$ cat src/rtl/multi_mac_col.sv
// Pixel x kernel-column MAC engine: one pixel times NO_COL_KERNEL weights per beat,
// accumulated over NO_CH channel beats, emitted as a tagged partial-sum column.
module multi_mac_col #(
  parameter int BIT_WIDTH     = 8,
  parameter int NO_COL_KERNEL = 5,
  parameter int NO_CH         = 4,
  parameter int SIGNED        = 0,
  localparam int ACC_W = 2 * BIT_WIDTH + $clog2(NO_CH),
  localparam int CNT_W = (NO_COL_KERNEL > 1) ? $clog2(NO_COL_KERNEL) : 1,
  localparam int CH_W  = $clog2(NO_CH) + 1
) (
  input  logic                             i_clk,
  input  logic                             i_rst_n,
  input  logic                             i_clear,
  input  logic                             i_valid,
  output logic                             o_ready,
  input  logic [BIT_WIDTH*NO_COL_KERNEL-1:0] i_weight_col,
  input  logic [BIT_WIDTH-1:0]             i_pix,
  output logic                             o_valid,
  input  logic                             i_out_ready,
  output logic [ACC_W*NO_COL_KERNEL-1:0]   o_col,
  output logic [CNT_W-1:0]                 o_kercol_cnt,
  output logic                             o_last_col,
  output logic [CH_W-1:0]                  o_ch_cnt
);

  localparam int PROD_W = 2 * BIT_WIDTH;

  // Operands are widened to the product width first so one multiply serves both modes.
  function automatic logic signed [PROD_W-1:0] mul_lane(input logic [BIT_WIDTH-1:0] a,
                                                        input logic [BIT_WIDTH-1:0] b);
    logic signed [PROD_W-1:0] sa;
    logic signed [PROD_W-1:0] sb;
    if (SIGNED != 0) begin
      sa = {{BIT_WIDTH{a[BIT_WIDTH-1]}}, a};
      sb = {{BIT_WIDTH{b[BIT_WIDTH-1]}}, b};
    end else begin
      sa = {{BIT_WIDTH{1'b0}}, a};
      sb = {{BIT_WIDTH{1'b0}}, b};
    end
    mul_lane = sa * sb;
  endfunction

  function automatic logic signed [ACC_W-1:0] ext_prod(input logic signed [PROD_W-1:0] p);
    logic signed [ACC_W-1:0] r;
    if (SIGNED != 0) r = ACC_W'(p);
    else             r = ACC_W'($unsigned(p));
    ext_prod = r;
  endfunction

  logic                     en;
  logic                     vld_p1;
  logic signed [PROD_W-1:0] prod_p1 [NO_COL_KERNEL];
  logic signed [ACC_W-1:0]  acc_p2  [NO_COL_KERNEL];
  logic [CH_W-1:0]          ch_p2;
  logic                     ch_last_p2;
  logic [ACC_W*NO_COL_KERNEL-1:0] sum_p2;

  assign en         = !o_valid || i_out_ready;
  assign o_ready    = en;
  assign ch_last_p2 = (ch_p2 == CH_W'(NO_CH - 1));
  assign o_ch_cnt   = ch_p2;
  assign o_last_col = (o_kercol_cnt == CNT_W'(NO_COL_KERNEL - 1));

  // Stage 1: lane products
  always_ff @(posedge i_clk) begin
    if (en) begin
      for (int k = 0; k < NO_COL_KERNEL; k++)
        prod_p1[k] <= mul_lane(i_pix, i_weight_col[k*BIT_WIDTH +: BIT_WIDTH]);
    end
  end

  // Stage 2: channel accumulation; the first beat of a column restarts from zero
  always_comb begin
    sum_p2 = '0;
    for (int k = 0; k < NO_COL_KERNEL; k++)
      sum_p2[k*ACC_W +: ACC_W] = ((ch_p2 == '0) ? '0 : acc_p2[k]) + ext_prod(prod_p1[k]);
  end

  always_ff @(posedge i_clk) begin
    if (i_clear) begin
      for (int k = 0; k < NO_COL_KERNEL; k++)
        acc_p2[k] <= '0;
    end else if (en && vld_p1) begin
      for (int k = 0; k < NO_COL_KERNEL; k++)
        acc_p2[k] <= sum_p2[k*ACC_W +: ACC_W];
    end
  end

  always_ff @(posedge i_clk or negedge i_rst_n) begin
    if (!i_rst_n) begin
      vld_p1       <= 1'b0;
      ch_p2        <= '0;
      o_valid      <= 1'b0;
      o_col        <= '0;
      o_kercol_cnt <= '0;
    end else if (i_clear) begin
      vld_p1       <= 1'b0;
      ch_p2        <= '0;
      o_valid      <= 1'b0;
      o_kercol_cnt <= '0;
    end else begin
      if (en) begin
        vld_p1 <= i_valid;
        if (vld_p1 && ch_last_p2) begin
          ch_p2   <= '0;
          o_valid <= 1'b1;
          o_col   <= sum_p2;
        end else begin
          o_valid <= 1'b0;
          if (vld_p1)
            ch_p2 <= ch_p2 + 1'b1;
        end
      end
      // Kernel-column tag advances once per column handed downstream
      if (o_valid && i_out_ready)
        o_kercol_cnt <= (o_kercol_cnt == CNT_W'(NO_COL_KERNEL - 1)) ? '0 : o_kercol_cnt + 1'b1;
    end
  end

endmodule

$ cat config.mk
export PLATFORM = sky130hd
export DESIGN_NAME = multi_mac_col
export DESIGN_NICKNAME = d
export VERILOG_FILES = /design/src/rtl/multi_mac_col.sv
export SDC_FILE = /design/constraint.sdc
export NUM_CORES = 1
export LEC_CHECK = 0
export ABC_CLOCK_PERIOD_IN_PS = 8200
export BUFFER_PORTS_ARGS = -buffer_cell sky130_fd_sc_hd__buf_2
export CAP_MARGIN = 20
export CORE_AREA = 8 8 185 275
export DETAILED_ROUTE_END_ITERATION = 16
export DIE_AREA = 0 0 193 283
export GPL_ROUTABILITY_DRIVEN = 0
export PLACE_DENSITY = 0.74
export SLEW_MARGIN = 20
export SYNTH_ARGS = -nofsm -noshare
export SYNTH_HDL_FRONTEND = slang
export SYNTH_SLANG_ARGS = --single-unit
$ cat constraint.sdc
create_clock -name i_clk -period 8.2 [get_ports i_clk]
set_clock_uncertainty 0.05 [all_clocks]
set_input_delay 0 -clock i_clk [delete_from_list [all_inputs] [get_ports i_clk]]
set_output_delay 0 -clock i_clk [all_outputs]
set_load 0.05 [all_outputs]
### Yosys cells after proc, flatten, opt, wreduce, memory -nomap -nowiden

Memory sizes are Yosys's and may differ from the RTL's.
Cells that the tools add are included.
Widths: inputs -> output; s select.

* flip-flop bits (word level): 98
* memory bits (writable): 170
* bits of input ports: 53
* output and inout port bits: 99
* memories kept: 2

Memories
* acc_p2: words 5, width 18, rd ports 5, clocked after memory_dff 0, wr ports 5, line 54 `logic signed [ACC_W-1:0] acc_p2 [NO_COL_KERNEL];`
* prod_p1: words 5, width 16, rd ports 5, clocked after memory_dff 0, wr ports 5, line 53 `logic signed [PROD_W-1:0] prod_p1 [NO_COL_KERNEL];`

* add/subtract/negate cells: 7
* $mul: 5
* equal/unequal tests: 2
* multiplexer cells: 35
* bitwise operators: 6
* reduce and logical (&&, ||, !) cells: 11

Operators by type and width (count)
* $mux 18: 10
* $mux 16: 6
* $add 18x16->18: 5
* $mul 16x16->16: 5
* $mux 3: 7
* $mux 1: 12
* $add 3x1->3 const B: 2
* $or 1x1->1: 5
* $reduce_bool 2->1: 2
* $eq 3x2->1 const B: 1
* $eq 3x3->1 const B: 1
* $logic_and 1x1->1: 3
* $logic_not 3->1: 1
* $reduce_and 3->1: 1
* $reduce_bool 3->1: 1
* $reduce_and 2->1: 1
* $logic_not 1->1: 1
* $logic_or 1x1->1: 1
* $not 1->1: 1

### Depth between registers and ports, before layout

* depth in word-level cells: 7
* mapped depth: 21
* gate-level depth less buffers: 20

### Worst setup path after synthesis

No wires, ideal clock.

* kind: reg-to-reg
* from: register o_valid
* to: memory acc_p2[0][0] (netlist name) (enable)
* setup time: 0.464 ns
* arrival: 6.229 ns
* data required time: 7.686 ns
* path slack: 1.457 ns
* stages on the path, launching flop included: 5
* cell sequence: dfrtp_1 > nand2b_1 > clkbuf_1 > nand2_1 > nand2b_1

RTL lines
* start, declared: line 19 `output logic o_valid,`
* start signal, assigned: line 94 `o_valid <= 1'b0;`
* start signal, assigned: line 100 `o_valid <= 1'b0;`
* start signal, assigned: line 107 `o_valid <= 1'b1;`
* end, declared: line 54

==> impl_metrics.xml <==
<?xml version="1.0" encoding="UTF-8"?>
<metrics>
  <group name="worst_setup_path">
    <metric name="maximum_net_fanout_on_the_critical_path" unit="">8</metric>
    <metric name="crit_path_start_kind" unit="">primary input</metric>
    <metric name="worst_ep_required_time" unit="ns">8.44</metric>
    <metric name="crit_arrival" unit="ns">5.12</metric>
    <metric name="register_to_register_path_depth" unit="">15</metric>
    <metric name="criticalPathCategory" unit="">in -&gt; reg</metric>
    <metric name="setup.worst_path.end_class" unit="">register</metric>
  </group>
  <group name="floorplanning">
    <metric name="core_area" unit="µm²">47100</metric>
    <metric name="top_level_ports" unit="">152</metric>
    <metric name="die_w" unit="µm">193</metric>
    <metric name="placement_rows" unit="">98</metric>
    <metric name="die_area" unit="µm²">54600</metric>
    <metric name="initial_utilization" unit="%">53.9</metric>
    <metric name="vertical_die_dimension" unit="µm">283</metric>
  </group>
  <group name="cts">
    <metric name="clock_sinks" unit="">268</metric>
    <metric name="clockRootBuffer" unit="">sky130_fd_sc_hd__clkbuf_16</metric>
    <metric name="cts.clk_slew.worst_paths" unit="ns">0.06</metric>
    <metric name="cts_tree" unit="">done</metric>
    <metric name="max-clock-path-buffers" unit="">3</metric>
    <metric name="tritoncts_buffer_count" unit="">26</metric>
    <metric name="cts_repair_resize_count" unit="">0</metric>
    <metric name="post_cts.repair.setup_buffers" unit="">0</metric>
    <metric name="postCtsHoldBufs" unit="">16</metric>
    <metric name="clock_latency" unit="ns">0.54</metric>
    <metric name="cts_htree_levels" unit="">1</metric>
  </group>
  <group name="place">
    <metric name="dpl_wire_length" unit="µm">43400</metric>
    <metric name="dpl_worst_slack" unit="ns">2.84</metric>
    <metric name="port-buffer-count" unit="">151</metric>
  </group>
  <group name="final_layout">
    <metric name="area_growth" unit="%">9.53</metric>
    <metric name="final_layout_size_suffix_gt1_share" unit="%">8.35</metric>
    <metric name="mostFrequentLayoutCell" unit="">sky130_fd_sc_hd__ha_1</metric>
    <metric name="most-common-layout-cells" unit="">sky130_fd_sc_hd__ha_1 (364), sky130_fd_sc_hd__inv_1 (359), sky130_fd_sc_hd__and2_1 (345)</metric>
    <metric name="finalNetCount" unit="">3367</metric>
  </group>
  <group name="yosys">
    <metric name="post_synth_fa_ha_maj_area_fraction" unit="%">32.2</metric>
    <metric name="synth_seq_cells" unit="">268</metric>
    <metric name="dominant_combinational_cell_family_by_area_after_synthesis" unit="">adder cells</metric>
    <metric name="synth_compound_gate_area_share" unit="%">9.39</metric>
    <metric name="synth.yosys.warnings" unit="">0</metric>
    <metric name="post_synth.cell_area_avg" unit="µm²">9.61</metric>
    <metric name="postSynth.topFlopCell" unit="">sky130_fd_sc_hd__edfxtp_1</metric>
    <metric name="synth_top_cells_by_area" unit="">sky130_fd_sc_hd__edfxtp_1 (20%), sky130_fd_sc_hd__ha_1 (18%), sky130_fd_sc_hd__fa_1 (14%)</metric>
    <metric name="synth-edff-count" unit="">170</metric>
    <metric name="yosys-mux-area-fraction" unit="%">0.123</metric>
    <metric name="asyncSetResetFlopFracSynth" unit="%">36.6</metric>
    <metric name="yosys.cell_types.count" unit="">66</metric>
    <metric name="ys_seq_area_share" unit="%">29.8</metric>
    <metric name="post-synth-top-area-cell" unit="">sky130_fd_sc_hd__edfxtp_1</metric>
    <metric name="synth_nets" unit="">3237</metric>
    <metric name="synthDominantCellAreaShare" unit="%">20.1</metric>
    <metric name="synth_simple_gate_area_share" unit="%">17.6</metric>
    <metric name="netlist_area_pre_place" unit="µm²">25400</metric>
    <metric name="synth_xor_area_share" unit="%">4.56</metric>
    <metric name="syn_inst" unit="">2640</metric>
  </group>
  <group name="power">
    <metric name="p_switching" unit="µW">2610</metric>
    <metric name="internal-power" unit="µW">3950</metric>
    <metric name="power.clock.fraction" unit="%">19.0</metric>
    <metric name="cellPowerDensity" unit="nW/µm²">236</metric>
    <metric name="p_seq_share" unit="%">29.1</metric>
    <metric name="leakage_dissipation" unit="µW">0.0140</metric>
    <metric name="irDropWorstVdd" unit="µV">157</metric>
    <metric name="sw_frac_of_total" unit="%">39.8</metric>
    <metric name="pwr-share-comb" unit="%">51.8</metric>
  </group>
  <group name="min_path">
    <metric name="worstHoldPathType" unit="">in -&gt; reg</metric>
    <metric name="hold_path_depth" unit="">3</metric>
  </group>
  <group name="sta">
    <metric name="finalWorstSetupSlack" unit="ns">3.32</metric>
    <metric name="slew_viol_final" unit="">0</metric>
    <metric name="max_transition_margin" unit="%">36.3</metric>
    <metric name="grt_setup_unrepaired" unit="">no</metric>
    <metric name="final.period_utilization" unit="%">59.5</metric>
    <metric name="final_hold_violations" unit="">0</metric>
    <metric name="finalSetupViolCount" unit="">0</metric>
    <metric name="layout_min_cycle_time" unit="ns">4.88</metric>
    <metric name="final.setup.tns" unit="ns">0</metric>
    <metric name="achievable-frequency" unit="GHz">0.205</metric>
    <metric name="tightest_slew" unit="ns">0.955</metric>
  </group>
  <group name="routing">
    <metric name="post-route-drc-count" unit="">0</metric>
    <metric name="detail_route.iter0.violations" unit="">1067</metric>
    <metric name="post_drt_wl_per_cell" unit="µm">16.7</metric>
    <metric name="postRouteAntennaNets" unit="">0</metric>
    <metric name="routed_wirelength" unit="µm">56700</metric>
    <metric name="route.vias.total" unit="">18434</metric>
    <metric name="post_drt_via_cell_ratio" unit="">5.42</metric>
    <metric name="firstDrtPassIters" unit="">6</metric>
  </group>
  <group name="global_routing">
    <metric name="globalRouteOverflowTotal" unit="">0</metric>
    <metric name="grt_first_pass_wirelength" unit="µm">95100</metric>
    <metric name="antenna_found_initial" unit="">13</metric>
    <metric name="grt_start_max_net_pins" unit="">95</metric>
    <metric name="vias_in_the_first_global_route" unit="">19546</metric>
    <metric name="grt_util_all_layers" unit="%">20.9</metric>
  </group>
  <group name="run_status">
    <metric name="outcome" unit="">completed</metric>
  </group>
  <group name="job">
    <metric name="timing.max_cap.violations" unit="">0</metric>
  </group>
</metrics>
## stage by stage
stage | instances | power [µW] | cell area, µm² | utilization, % | hold slack (ns)
CTS | 3390 | 6600 | 27800 | 59.0 | 0.0491
floorplan | 2640 | 4520 | 25400 | - | -0.346
finish | 3401 | 6570 | 27800 | 59.0 | 0.0455
global route | 3396 | 7130 | 27800 | 59.0 | 0.0665
detailed placement | 3326 | 5300 | 26700 | 56.7 | -0.102
global placement | 3326 | 5190 | 26700 | 56.7 | -0.111
## state kept, by name, summed over array words and instances (netlist names)
| signal | flops |
|---|---|
| o_valid | 1 |
| vld_p1 | 1 |
| o_kercol_cnt | 3 |
| acc_p2 | 90 |
| o_col | 90 |
| prod_p1 | 80 |
| o_ch_cnt | 3 |
## routing by layer
metal | global-route usage, % | share of wire [%] | vias to the layer above
li1 | - | - | 8940
met1 | 26.2 | 43 | 9022
met2 | 37.4 | 50 | 394
met3 | 2.59 | 4.7 | 74
met4 | 5.51 | 2.0 | 4
met5 | 0 | 0.048 | -
## synth_stat cells, types with 5 or more instances
cell type                    n
sky130_fd_sc_hd__xor2_1     52
sky130_fd_sc_hd__nor3_1     32
sky130_fd_sc_hd__nor2_1    158
sky130_fd_sc_hd__nand3_1    16
sky130_fd_sc_hd__edfxtp_1  170
sky130_fd_sc_hd__nor4_1      7
sky130_fd_sc_hd__xnor2_1    80
sky130_fd_sc_hd__ha_1      364
sky130_fd_sc_hd__clkbuf_1   61
sky130_fd_sc_hd__nand2b_1   30
sky130_fd_sc_hd__o211ai_1    9
sky130_fd_sc_hd__o21a_1     22
sky130_fd_sc_hd__o31ai_1    10
sky130_fd_sc_hd__a211o_1     5
sky130_fd_sc_hd__nor2b_1    21
sky130_fd_sc_hd__inv_1     359
sky130_fd_sc_hd__and3_1      9
sky130_fd_sc_hd__o21ai_1     9
sky130_fd_sc_hd__dfrtp_1    98
sky130_fd_sc_hd__o21bai_1    5
sky130_fd_sc_hd__a31o_2      5
sky130_fd_sc_hd__fa_1      180
sky130_fd_sc_hd__buf_1       5
sky130_fd_sc_hd__a211oi_1   12
sky130_fd_sc_hd__a21o_1     30
sky130_fd_sc_hd__and2_1    345
sky130_fd_sc_hd__nand2_1   245
sky130_fd_sc_hd__o21ai_0   125
sky130_fd_sc_hd__a21oi_1   102
sky130_fd_sc_hd__buf_2       7
## power groups by stage
| stage | combinational (µW) | clock [µW] | sequential, µW |
|---|---|---|---|
| detailed placement | 3360 | 0 | 1940 |
| floorplan | 2590 | 0 | 1930 |
| global route | 3870 | 1330 | 1930 |
| finish | 3400 | 1250 | 1910 |
| global placement | 3250 | 0 | 1940 |
| CTS | 3410 | 1280 | 1910 |
## final timing paths
kind | from | endpoint | slack, ns
max in group asynchronous | i_rst_n | o_col[78] | 6.69
max | i_weight_col[9] | prod_p1[0][31] | 3.32
min | i_weight_col[17] | prod_p1[0][33] | 0.05
min reg2reg | o_col[3] | o_col[3] | 0.42
min in group asynchronous | i_rst_n | o_col[29] | 0.45
max reg2reg | o_ch_cnt[0] | acc_p2[0][88] | 3.79
## kinds of logic (layout without fill, tap and decap cells)
family                   after synthesis  count (layout)
AND/OR/NAND/NOR                      881             881
adder cells (fa/ha/maj)              544             544
buffers and inverters                432             582
AO/OA/AOI/OAI                        380             380
flip-flops                           268             268
XOR/XNOR                             132             132
multiplexers                           3               3
other                                  0              11
## critical path, cell delays in order
cell and delay (ns):
sky130_fd_sc_hd__dlygate4sd3_1 0.57, sky130_fd_sc_hd__buf_2 0.19, sky130_fd_sc_hd__nand2_1 0.09, sky130_fd_sc_hd__fa_1 0.54, sky130_fd_sc_hd__fa_1 0.55, sky130_fd_sc_hd__inv_1 0.04
sky130_fd_sc_hd__ha_1 0.20, sky130_fd_sc_hd__fa_1 0.43, sky130_fd_sc_hd__ha_1 0.29, sky130_fd_sc_hd__inv_1 0.05, sky130_fd_sc_hd__fa_1 0.47, sky130_fd_sc_hd__inv_1 0.04
sky130_fd_sc_hd__ha_1 0.34, sky130_fd_sc_hd__nand2_1 0.09, sky130_fd_sc_hd__o21ai_0 0.16, sky130_fd_sc_hd__o41a_1 0.38, sky130_fd_sc_hd__a211o_1 0.30, sky130_fd_sc_hd__nor3_1 0.18
sky130_fd_sc_hd__a21oi_1 0.08, sky130_fd_sc_hd__xnor2_1 0.12
## layout make-up
class	count	area, µm²
repair buffers	175	988
clock buffers	40	853
inverters	359	1350
multi-input cells	1940	16200
fillers	4062	19300
well taps	600	751
clock inverters	8	55.1
flip-flops and latches	268	7560
diodes	11	27.5
Power figures use the tool's default switching activity.
